--- config.mk ---
export PLATFORM = sky130hd
export DESIGN_NAME = acc_cpu_gen2
export DESIGN_NICKNAME = d
export VERILOG_FILES = /design/src/rtl/acc_cpu_pkg.sv /design/src/rtl/acc_cpu_alu.sv /design/src/rtl/acc_cpu_gen2.sv
export SDC_FILE = /design/constraint.sdc
export NUM_CORES = 1
export LEC_CHECK = 0
export CAP_MARGIN = 20
export CORE_ASPECT_RATIO = 2
export CORE_UTILIZATION = 37
export DETAILED_ROUTE_END_ITERATION = 10
export HOLD_SLACK_MARGIN = 0.03
export PLACE_DENSITY_LB_ADDON = 0.12
export SLEW_MARGIN = 10
export SYNTH_ARGS = -nofsm -noshare
export SYNTH_HDL_FRONTEND = slang
export SYNTH_SLANG_ARGS = --single-unit
--- constraint.sdc ---
create_clock -name clock -period 4.25 [get_ports clock]
set_input_delay 0.85 -clock clock [delete_from_list [all_inputs] [get_ports clock]]
set_output_delay 0.85 -clock clock [all_outputs]
set_load 0.05 [all_outputs]
--- src/rtl/acc_cpu_pkg.sv ---
// Shared opcode/state types for the gen2 accumulator core.
// Memory-operand opcodes occupy the low end of the opcode space.
package acc_cpu_pkg;

  localparam int OPC_W = 4;

  typedef enum logic [OPC_W-1:0] {
    OP_ST   = 4'h0,
    OP_ADD  = 4'h1,
    OP_SUB  = 4'h2,
    OP_LD   = 4'h3,
    OP_AND  = 4'h4,
    OP_OR   = 4'h5,
    OP_XOR  = 4'h6,
    OP_LDI  = 4'h7,
    OP_JMP  = 4'h8,
    OP_JZ   = 4'h9,
    OP_JC   = 4'hA,
    OP_CALL = 4'hB,
    OP_RET  = 4'hC,
    OP_NOPD = 4'hD,
    OP_NOPE = 4'hE,
    OP_HLT  = 4'hF
  } opc_e;

  typedef enum logic [2:0] {
    S_FETCH,
    S_DECODE,
    S_MEM,
    S_EXEC,
    S_HALT
  } state_e;

  function automatic logic is_mem_op(input opc_e op);
    return (op <= OP_XOR);
  endfunction

endpackage

--- src/rtl/acc_cpu_alu.sv ---
// Combinational ALU: add/sub with carry-borrow, logic ops, loads.
// Zero reflects the result that would be written to acc.
module acc_cpu_alu
  import acc_cpu_pkg::*;
#(
  parameter int DATA_W = 8
) (
  input  logic [DATA_W-1:0] acc,
  input  logic [DATA_W-1:0] operand,
  input  opc_e              opcode,
  output logic [DATA_W-1:0] result,
  output logic              carry,
  output logic              zero
);

  always_comb begin
    result = acc;
    carry  = 1'b0;
    case (opcode)
      OP_ADD: {carry, result} = {1'b0, acc} + {1'b0, operand};
      OP_SUB: {carry, result} = {1'b0, acc} - {1'b0, operand};
      OP_AND: result = acc & operand;
      OP_OR:  result = acc | operand;
      OP_XOR: result = acc ^ operand;
      OP_LD,
      OP_LDI: result = operand;
      default: ;
    endcase
    zero = (result == '0);
  end

endmodule

--- src/rtl/acc_cpu_gen2.sv ---
// Gen2 accumulator core with req/ready memory port and data page.
// Define ACC_CPU_CALL_EN for single-level CALL (B) / RET (C).
module acc_cpu_gen2
  import acc_cpu_pkg::*;
#(
  parameter int          DATA_W   = 8,
  parameter int          ADDR_W   = 8,
  parameter int unsigned RESET_PC = 0
) (
  input  logic              clock,
  input  logic              reset,
  output logic              mem_req,
  output logic              mem_we,
  output logic [ADDR_W-1:0] mem_addr,
  output logic [DATA_W-1:0] mem_wdata,
  input  logic              mem_ready,
  input  logic [DATA_W-1:0] mem_rdata,
  output logic [ADDR_W-1:0] pc,
  output logic [DATA_W-1:0] ir,
  output logic [DATA_W-1:0] acc,
  output logic              flag_z,
  output logic              flag_c,
  output logic              halted
);

  localparam int OPD_W = DATA_W - OPC_W;

  state_e            state;
  opc_e              opc;
  logic [OPD_W-1:0]  opd;
  logic [DATA_W-1:0] mreg;
  logic [DATA_W-1:0] alu_b;
  logic [DATA_W-1:0] alu_y;
  logic              alu_c;
  logic              alu_z;
  logic [ADDR_W-1:0] ea;
  logic [ADDR_W-1:0] tgt;
`ifdef ACC_CPU_CALL_EN
  logic [ADDR_W-1:0] link;
`endif

  assign opc = opc_e'(ir[DATA_W-1:DATA_W-OPC_W]);
  assign opd = ir[OPD_W-1:0];
  assign tgt = ADDR_W'(opd);

  // data page sits at the top of memory
  always_comb begin
    ea = '1;
    ea[OPD_W-1:0] = opd;
  end

  assign alu_b = (opc == OP_LDI) ? DATA_W'(opd) : mreg;

  acc_cpu_alu #(
    .DATA_W(DATA_W)
  ) u_alu (
    .acc    (acc),
    .operand(alu_b),
    .opcode (opc),
    .result (alu_y),
    .carry  (alu_c),
    .zero   (alu_z)
  );

  assign mem_req   = !reset &&
                     (state == S_FETCH || state == S_MEM);
  assign mem_we    = mem_req && (state == S_MEM) &&
                     (opc == OP_ST);
  assign mem_addr  = !mem_req ? '0 :
                     (state == S_MEM) ? ea : pc;
  assign mem_wdata = acc;
  assign halted    = (state == S_HALT);

  always_ff @(posedge clock or posedge reset) begin
    if (reset) begin
      state  <= S_FETCH;
      pc     <= ADDR_W'(RESET_PC);
      ir     <= '0;
      acc    <= '0;
      mreg   <= '0;
      flag_z <= 1'b0;
      flag_c <= 1'b0;
`ifdef ACC_CPU_CALL_EN
      link   <= '0;
`endif
    end else begin
      case (state)
        S_FETCH: if (mem_ready) begin
          ir    <= mem_rdata;
          pc    <= pc + 1'b1;
          state <= S_DECODE;
        end
        S_DECODE:
          state <= is_mem_op(opc) ? S_MEM : S_EXEC;
        S_MEM: if (mem_ready) begin
          mreg  <= mem_rdata;
          state <= S_EXEC;
        end
        S_EXEC: begin
          case (opc)
            OP_ADD, OP_SUB, OP_AND,
            OP_OR, OP_XOR: begin
              acc    <= alu_y;
              flag_c <= alu_c;
              flag_z <= alu_z;
            end
            OP_LD, OP_LDI: begin
              acc    <= alu_y;
              flag_z <= alu_z;
            end
            OP_JMP: pc <= tgt;
            OP_JZ:  if (flag_z) pc <= tgt;
            OP_JC:  if (flag_c) pc <= tgt;
`ifdef ACC_CPU_CALL_EN
            OP_CALL: begin
              link <= pc;
              pc   <= tgt;
            end
            OP_RET: pc <= link;
`endif
            default: ;
          endcase
          state <= (opc == OP_HLT) ? S_HALT : S_FETCH;
        end
        S_HALT: state <= S_HALT;
        default: state <= S_FETCH;
      endcase
    end
  end

endmodule
==> impl_metrics.toml, run 1 <==
[finish]
final_nets = 477
final_core_util_pct = 47.6
antennaDiodeCount = 0
synthToLayoutAreaGrowth_pct = 23.9
drive_gt1_share_pct = 11.7

[clock_tree]
cts_buffer_depth = 2
tritoncts = "built"
insertion_delay_ns = 0.28
cts_hold_buf = 0
clkSinkCount = 37
path_clk_slew_ns = 0.06
root_buffer = "clkbuf_16"
cts_setup_buffers = 0
cts_buffers = 5
h-tree-depth = 2
post_cts_resized = 0

[route]
ant_nets = 0
drt_iter0_markers = 130
drt-vias-per-instance = 5.71
firstDrtPassIters = 4
routed_wirelength_mm = 10.3
wl_per_cell_um = 19.2
num_vias = 3058
drc = 0

[setup_path]
cp_slowest_cell = "fa_1"
critPathLaunchType = "flip-flop"
arrival_ns = 3.74
r2r_end = "flag_z$_DFFE_PP0P_"
crit_fanout = 9
reg2reg_setup_slack_ns = 0.73
worstPathRequired_ns = 4.47
cp_common_cell = "inv_1"
critical-path-max-stage-delay_ns = 0.41
r2r-start = "ir[7]$_DFFE_PP0P_"
criticalPathCategory = "reg -> reg"
reg2reg_depth = 13
critical_path.startpoint = "ir[7]$_DFFE_PP0P_"
cp-end-kind = "flip-flop"
path_cells = "nand4b_4 -> mux2i_1 -> inv_1 -> ha_1 -> inv_1 -> fa_1 -> nand2b_1 -> o2bb2ai_1 -> o2111a_1 -> a211oi_1 -> nand2_1 -> a2111oi_2 -> a41o_1"

[synthesis]
ys_warn_count = 0
yosys.cell_count.top_type = "nor2_1"
synth_top_area_share_pct = 27.7
avgSynthCellArea_um2 = 8.52
synth_nets = 434
synth_ff_type = "dfrtp_1"
ys_seq_elements = 37
synthArstFlopShare_pct = 100
synth_common_cells = "42 x nor2_1, 37 x dfrtp_1, 33 x nand2_1, 31 x inv_1, 28 x ha_1"
synth.cell_area_um2 = 3350
synth.distinct_cells = 67
synth_cells = 393
synth-seq-area-share_pct = 27.7
synthTopCellsByArea = "dfrtp_1 28%, ha_1 10%, mux2_2 5.0%, nor2_1 4.7%, o21ai_0 4.0%"
yosys.area.top_type = "dfrtp_1"
synth_edf_count = 0

[global_routing]
grt-ovfl-total = 0
grt_pass1_wl_mm = 16.5
antenna_found_initial = 0
gr-usage-all-layers_pct = 22.6
grt_pass1_vias = 3254
grt_start_max_net_pins = 29

[worst_hold_path]
min-delay-start = "mreg[0]$_DFFE_PP0P_"
holdPathEnd = "mreg[0]$_DFFE_PP0P_"
worst_hold_path_type = "reg -> reg"
hold-path-cell-count = 1

[sta]
setup_viol = 0
clock_skew_ns = 0.00789
finalCritPeriodShare_pct = 82.8
relSlewSlack_pct = 41.5
final.setup.tns_ns = 0
worst_pin_slew_ns = 0.865
report.final.hold_viol_count = 0
period_needed_ns = 3.52
worst_hold_slack_ns = 0.538
final_max_slew_viol_count = 0
max_freq_ghz = 0.284
rsz0062_at_grt = "false"

[placed_design]
gp_congestion = 0.887
dpl.hpwl_mm = 8.02
portBuffers = 55

[die]
pin_count = 56
fp-row-count = 48
die-area_um2 = 9450
die_x_um = 69.3
coreArea_um2 = 8710
initial_core_util_pct = 38.4
die-height_um = 137

[run]
drv_cap = 0

[outcome]
outcome = "finished clean"
==> worst max-delay path by stage <==
stage | end | slack, ns | cells past startpoint
after detailed placement | flag_z$_DFFE_PP0P_ | 0.76 | 13
final | flag_z$_DFFE_PP0P_ | 0.73 | 13
after CTS | flag_z$_DFFE_PP0P_ | 0.74 | 13
after global placement | flag_z$_DFFE_PP0P_ | 0.77 | 13
after floorplan | mem_addr[1] | 0.50 | 3
after global routing | flag_z$_DFFE_PP0P_ | 0.54 | 11
==> routing by layer <==
metal,wire (um),GRT usage [%],part of all wire [%],up-vias
met5,0,0,0,-
met4,439,12.6,4.3,0
met3,347,3.31,3.4,30
met2,5730,44.1,56,85
met1,3760,22.2,37,1491
li1,-,-,-,1452
==> layout make-up <==
cell class | instances | area [um^2]
clock buffer | 7 | 143
inverter | 32 | 120
multi-input combinational | 297 | 2120
sequential | 37 | 926
fill | 857 | 4560
timing repair buffer | 63 | 711
tap | 100 | 125
==> critical path: cells and delay by family, from the launching register on <==
kind | cells | cell delay, ns
mux | 1 | 0.20
simple gates | 3 | 0.61
buf+inv | 2 | 0.17
fa+ha+maj | 2 | 0.64
compound gates | 5 | 1.48
flops | 1 | 0.37
==> flip-flops by register name, indices dropped and copies added (netlist names) <==
signal	count
acc	8
flag_c	1
flag_z	1
ir	8
mreg	8
pc	8
state	3
==> kinds of logic after synthesis <==
| group | share of synthesized area (%) |
|---|---|
| AND/OR/NAND/NOR | 20.1 |
| XOR/XNOR | 3.40 |
| adder cells (fa/ha/maj) | 11.7 |
| AO/OA/AOI/OAI | 19.4 |
| buffers and inverters | 8.90 |
| flip-flops | 27.7 |
| multiplexers | 8.82 |
==> through the flow <==
step / instance area, um^2 / setup WS, ns / instances
after global placement: 4010 / 0.767 / 529
after global routing: 4150 / 0.543 / 536
after detailed placement: 4010 / 0.755 / 529
final: 4150 / 0.729 / 536
after CTS: 4150 / 0.744 / 536
after floorplan: 3350 / 0.505 / 393
==> layout by cell type, fill, tap and decap left out, drive strengths merged, types with 2 or more instances in the layout <==
| cell type | netlist | final |
|---|---|---|
| clkdlybuf4s50 | 0 | 45 |
| nor4b | 2 | 2 |
| mux2i | 10 | 10 |
| or2 | 2 | 2 |
| nor3b | 4 | 4 |
| a211oi | 9 | 9 |
| buf | 22 | 18 |
| o221ai | 4 | 4 |
| a2111oi | 3 | 3 |
| nand3 | 7 | 7 |
| dfrtp | 37 | 37 |
| nor2b | 8 | 8 |
| nand2 | 34 | 34 |
| mux2 | 17 | 17 |
| nand4 | 3 | 3 |
| o2bb2ai | 2 | 2 |
| o21bai | 4 | 4 |
| xnor2 | 8 | 8 |
| fa | 2 | 2 |
| clkbuf | 5 | 7 |
| o21ai | 29 | 29 |
| inv | 32 | 32 |
| a21oi | 16 | 16 |
| nand2b | 12 | 12 |
| a31oi | 3 | 3 |
| a22oi | 2 | 2 |
| ha | 28 | 28 |
| o21a | 3 | 3 |
| a221oi | 2 | 2 |
| nor3 | 8 | 8 |
| xor2 | 5 | 5 |
| o211ai | 4 | 4 |
| or3 | 2 | 2 |
| nor2 | 42 | 42 |
| and3 | 3 | 3 |
Power of run 1 is not shown: default switching activity piles up to over one toggle a cycle in this logic, so the estimate is an artifact.
==> inputs of run 2 (changes only) <==
- clock period: 4.25 -> 3.6 ns (I/O delays scaled with it)
==> run 2 against run 1 <==
Against the previous run: clock skew fell by 0.0043 ns; core utilization grew 0.73 points; cell count up 0.93%; critical path depth stayed put; global-route usage increased by 0.13 points.
==> impl_metrics.toml, run 2 (synthesis results as in run 1) <==
[outcome]
outcome = "finished clean"

[die]
fp-row-count = 48
die-area_um2 = 9450
die-height_um = 137
pin_count = 56
coreArea_um2 = 8710
initial_core_util_pct = 38.4
die_x_um = 69.3

[setup_path]
crit_fanout = 9
path_cells = "nand4b_4 -> mux2i_1 -> inv_1 -> ha_1 -> inv_1 -> fa_1 -> nor2b_2 -> o311a_1 -> mux2_1 -> o21ai_1 -> nand2_1 -> a2111oi_2 -> a41o_1"
worstPathRequired_ns = 3.83
cp_common_cell = "inv_1"
critical-path-max-stage-delay_ns = 0.40
arrival_ns = 3.60
criticalPathCategory = "reg -> reg"
critPathLaunchType = "flip-flop"
cp-end-kind = "flip-flop"
cp_slowest_cell = "fa_1"
reg2reg_setup_slack_ns = 0.23

[sta]
max_freq_ghz = 0.297
period_needed_ns = 3.37
rsz0062_at_grt = "false"
worst_pin_slew_ns = 0.695
finalCritPeriodShare_pct = 93.6
setup_viol = 0
report.final.hold_viol_count = 0
relSlewSlack_pct = 53.6
clock_skew_ns = 0.00360
final_max_slew_viol_count = 0
final.setup.tns_ns = 0

[finish]
mostFrequentLayoutCells = "45 x clkdlybuf4s50_1, 42 x nor2_1, 37 x dfrtp_1"
antennaDiodeCount = 0
final_common_cell = "clkdlybuf4s50_1"
num-fill-cells = 845
final_nets = 481
final_area_um2 = 4210
drive_gt1_share_pct = 12.9
synthToLayoutAreaGrowth_pct = 25.8

[clock_tree]
post_cts_resized = 0
cts_hold_buf = 0
cts_buffers = 5
cts_buffer_depth = 2
root_buffer = "clkbuf_16"
cts_setup_buffers = 0
insertion_delay_ns = 0.29
h-tree-depth = 2
clkSinkCount = 37
path_clk_slew_ns = 0.06
tritoncts = "built"

[placed_design]
gp_congestion = 0.893
dpl.hpwl_mm = 8.16
portBuffers = 55
dpl-instance-area_um2 = 4040

[global_routing]
grt_pass1_vias = 3113
antenna_found_initial = 0
gr-usage-all-layers_pct = 22.7
grt-ovfl-total = 0
grt_start_max_net_pins = 29
grt_pass1_wl_mm = 16.2

[route]
wl_per_cell_um = 19.3
firstDrtPassIters = 4
drt-vias-per-instance = 5.59
num_vias = 3024
ant_nets = 0
routed_wirelength_mm = 10.4
drt_iter0_markers = 184
drc = 0

[run]
drv_cap = 0

[worst_hold_path]
worst_hold_path_type = "reg -> reg"
## run 2: cell types whose count changed in the layout (fill, tap and decap cells not counted)
cell and change:
buf_4 +4, bufinv_16 +1, clkinvlp_4 +1, clkbuf_1 -1
## run 2: layout make-up
type / count / area, um^2 / share of cell area (%)
well taps: 100 / 125 / 2.97
flip-flops and latches: 37 / 926 / 22.0
multi-input cells: 297 / 2120 / 50.4
clock inverters: 2 / 37.5 / 0.891
clock buffers: 6 / 139 / 3.30
inverters: 32 / 120 / 2.85
repair buffers: 67 / 741 / 17.6
## run 2: through the flow
stage | util [%] | hold WS (ns) | instances | worst slack, ns
2_1_floorplan | - | 0.494 | 393 | 0.115
3_3_place_gp | 46.3 | 0.522 | 533 | 0.354
3_5_place_dp | 46.3 | 0.517 | 533 | 0.266
4_1_cts | 48.4 | 0.542 | 541 | 0.243
5_1_grt | 48.4 | 0.571 | 541 | 0.0296
6_report | 48.4 | 0.540 | 541 | 0.231
## run 2: routing by layer
| layer | global-route usage (%) | up-vias | share of wire, % |
|---|---|---|---|
| met2 | 43.7 | 100 | 56 |
| met1 | 21.8 | 1433 | 34 |
| met3 | 3.17 | 33 | 4.1 |
| met4 | 15.6 | 0 | 5.7 |
| met5 | 0 | - | 0 |
| li1 | - | 1458 | - |
## run 2: worst max-delay path: cells and delay by family (launching register included)
kind                     cells  cell delay (ns)
multiplexers                 2             0.52
buffers and inverters        2             0.16
flip-flops                   1             0.38
AND/OR/NAND/NOR              3             0.57
AO/OA/AOI/OAI                4             1.11
adder cells (fa/ha/maj)      2             0.57
## run 2: worst paths after layout
kind / depth (start not counted) / end / startpoint
max: 13 / flag_z$_DFFE_PP0P_ / ir[7]$_DFFE_PP0P_
min: 1 / mreg[0]$_DFFE_PP0P_ / mreg[0]$_DFFE_PP0P_
max reg2reg: 13 / flag_z$_DFFE_PP0P_ / ir[7]$_DFFE_PP0P_
min reg2reg: 1 / mreg[0]$_DFFE_PP0P_ / mreg[0]$_DFFE_PP0P_
max in group asynchronous: 3 / acc[1]$_DFFE_PP0P_ / reset
min in group asynchronous: 3 / state[2]$_DFFE_PP0P_ / reset
Power of run 2 is left out for the same reason.
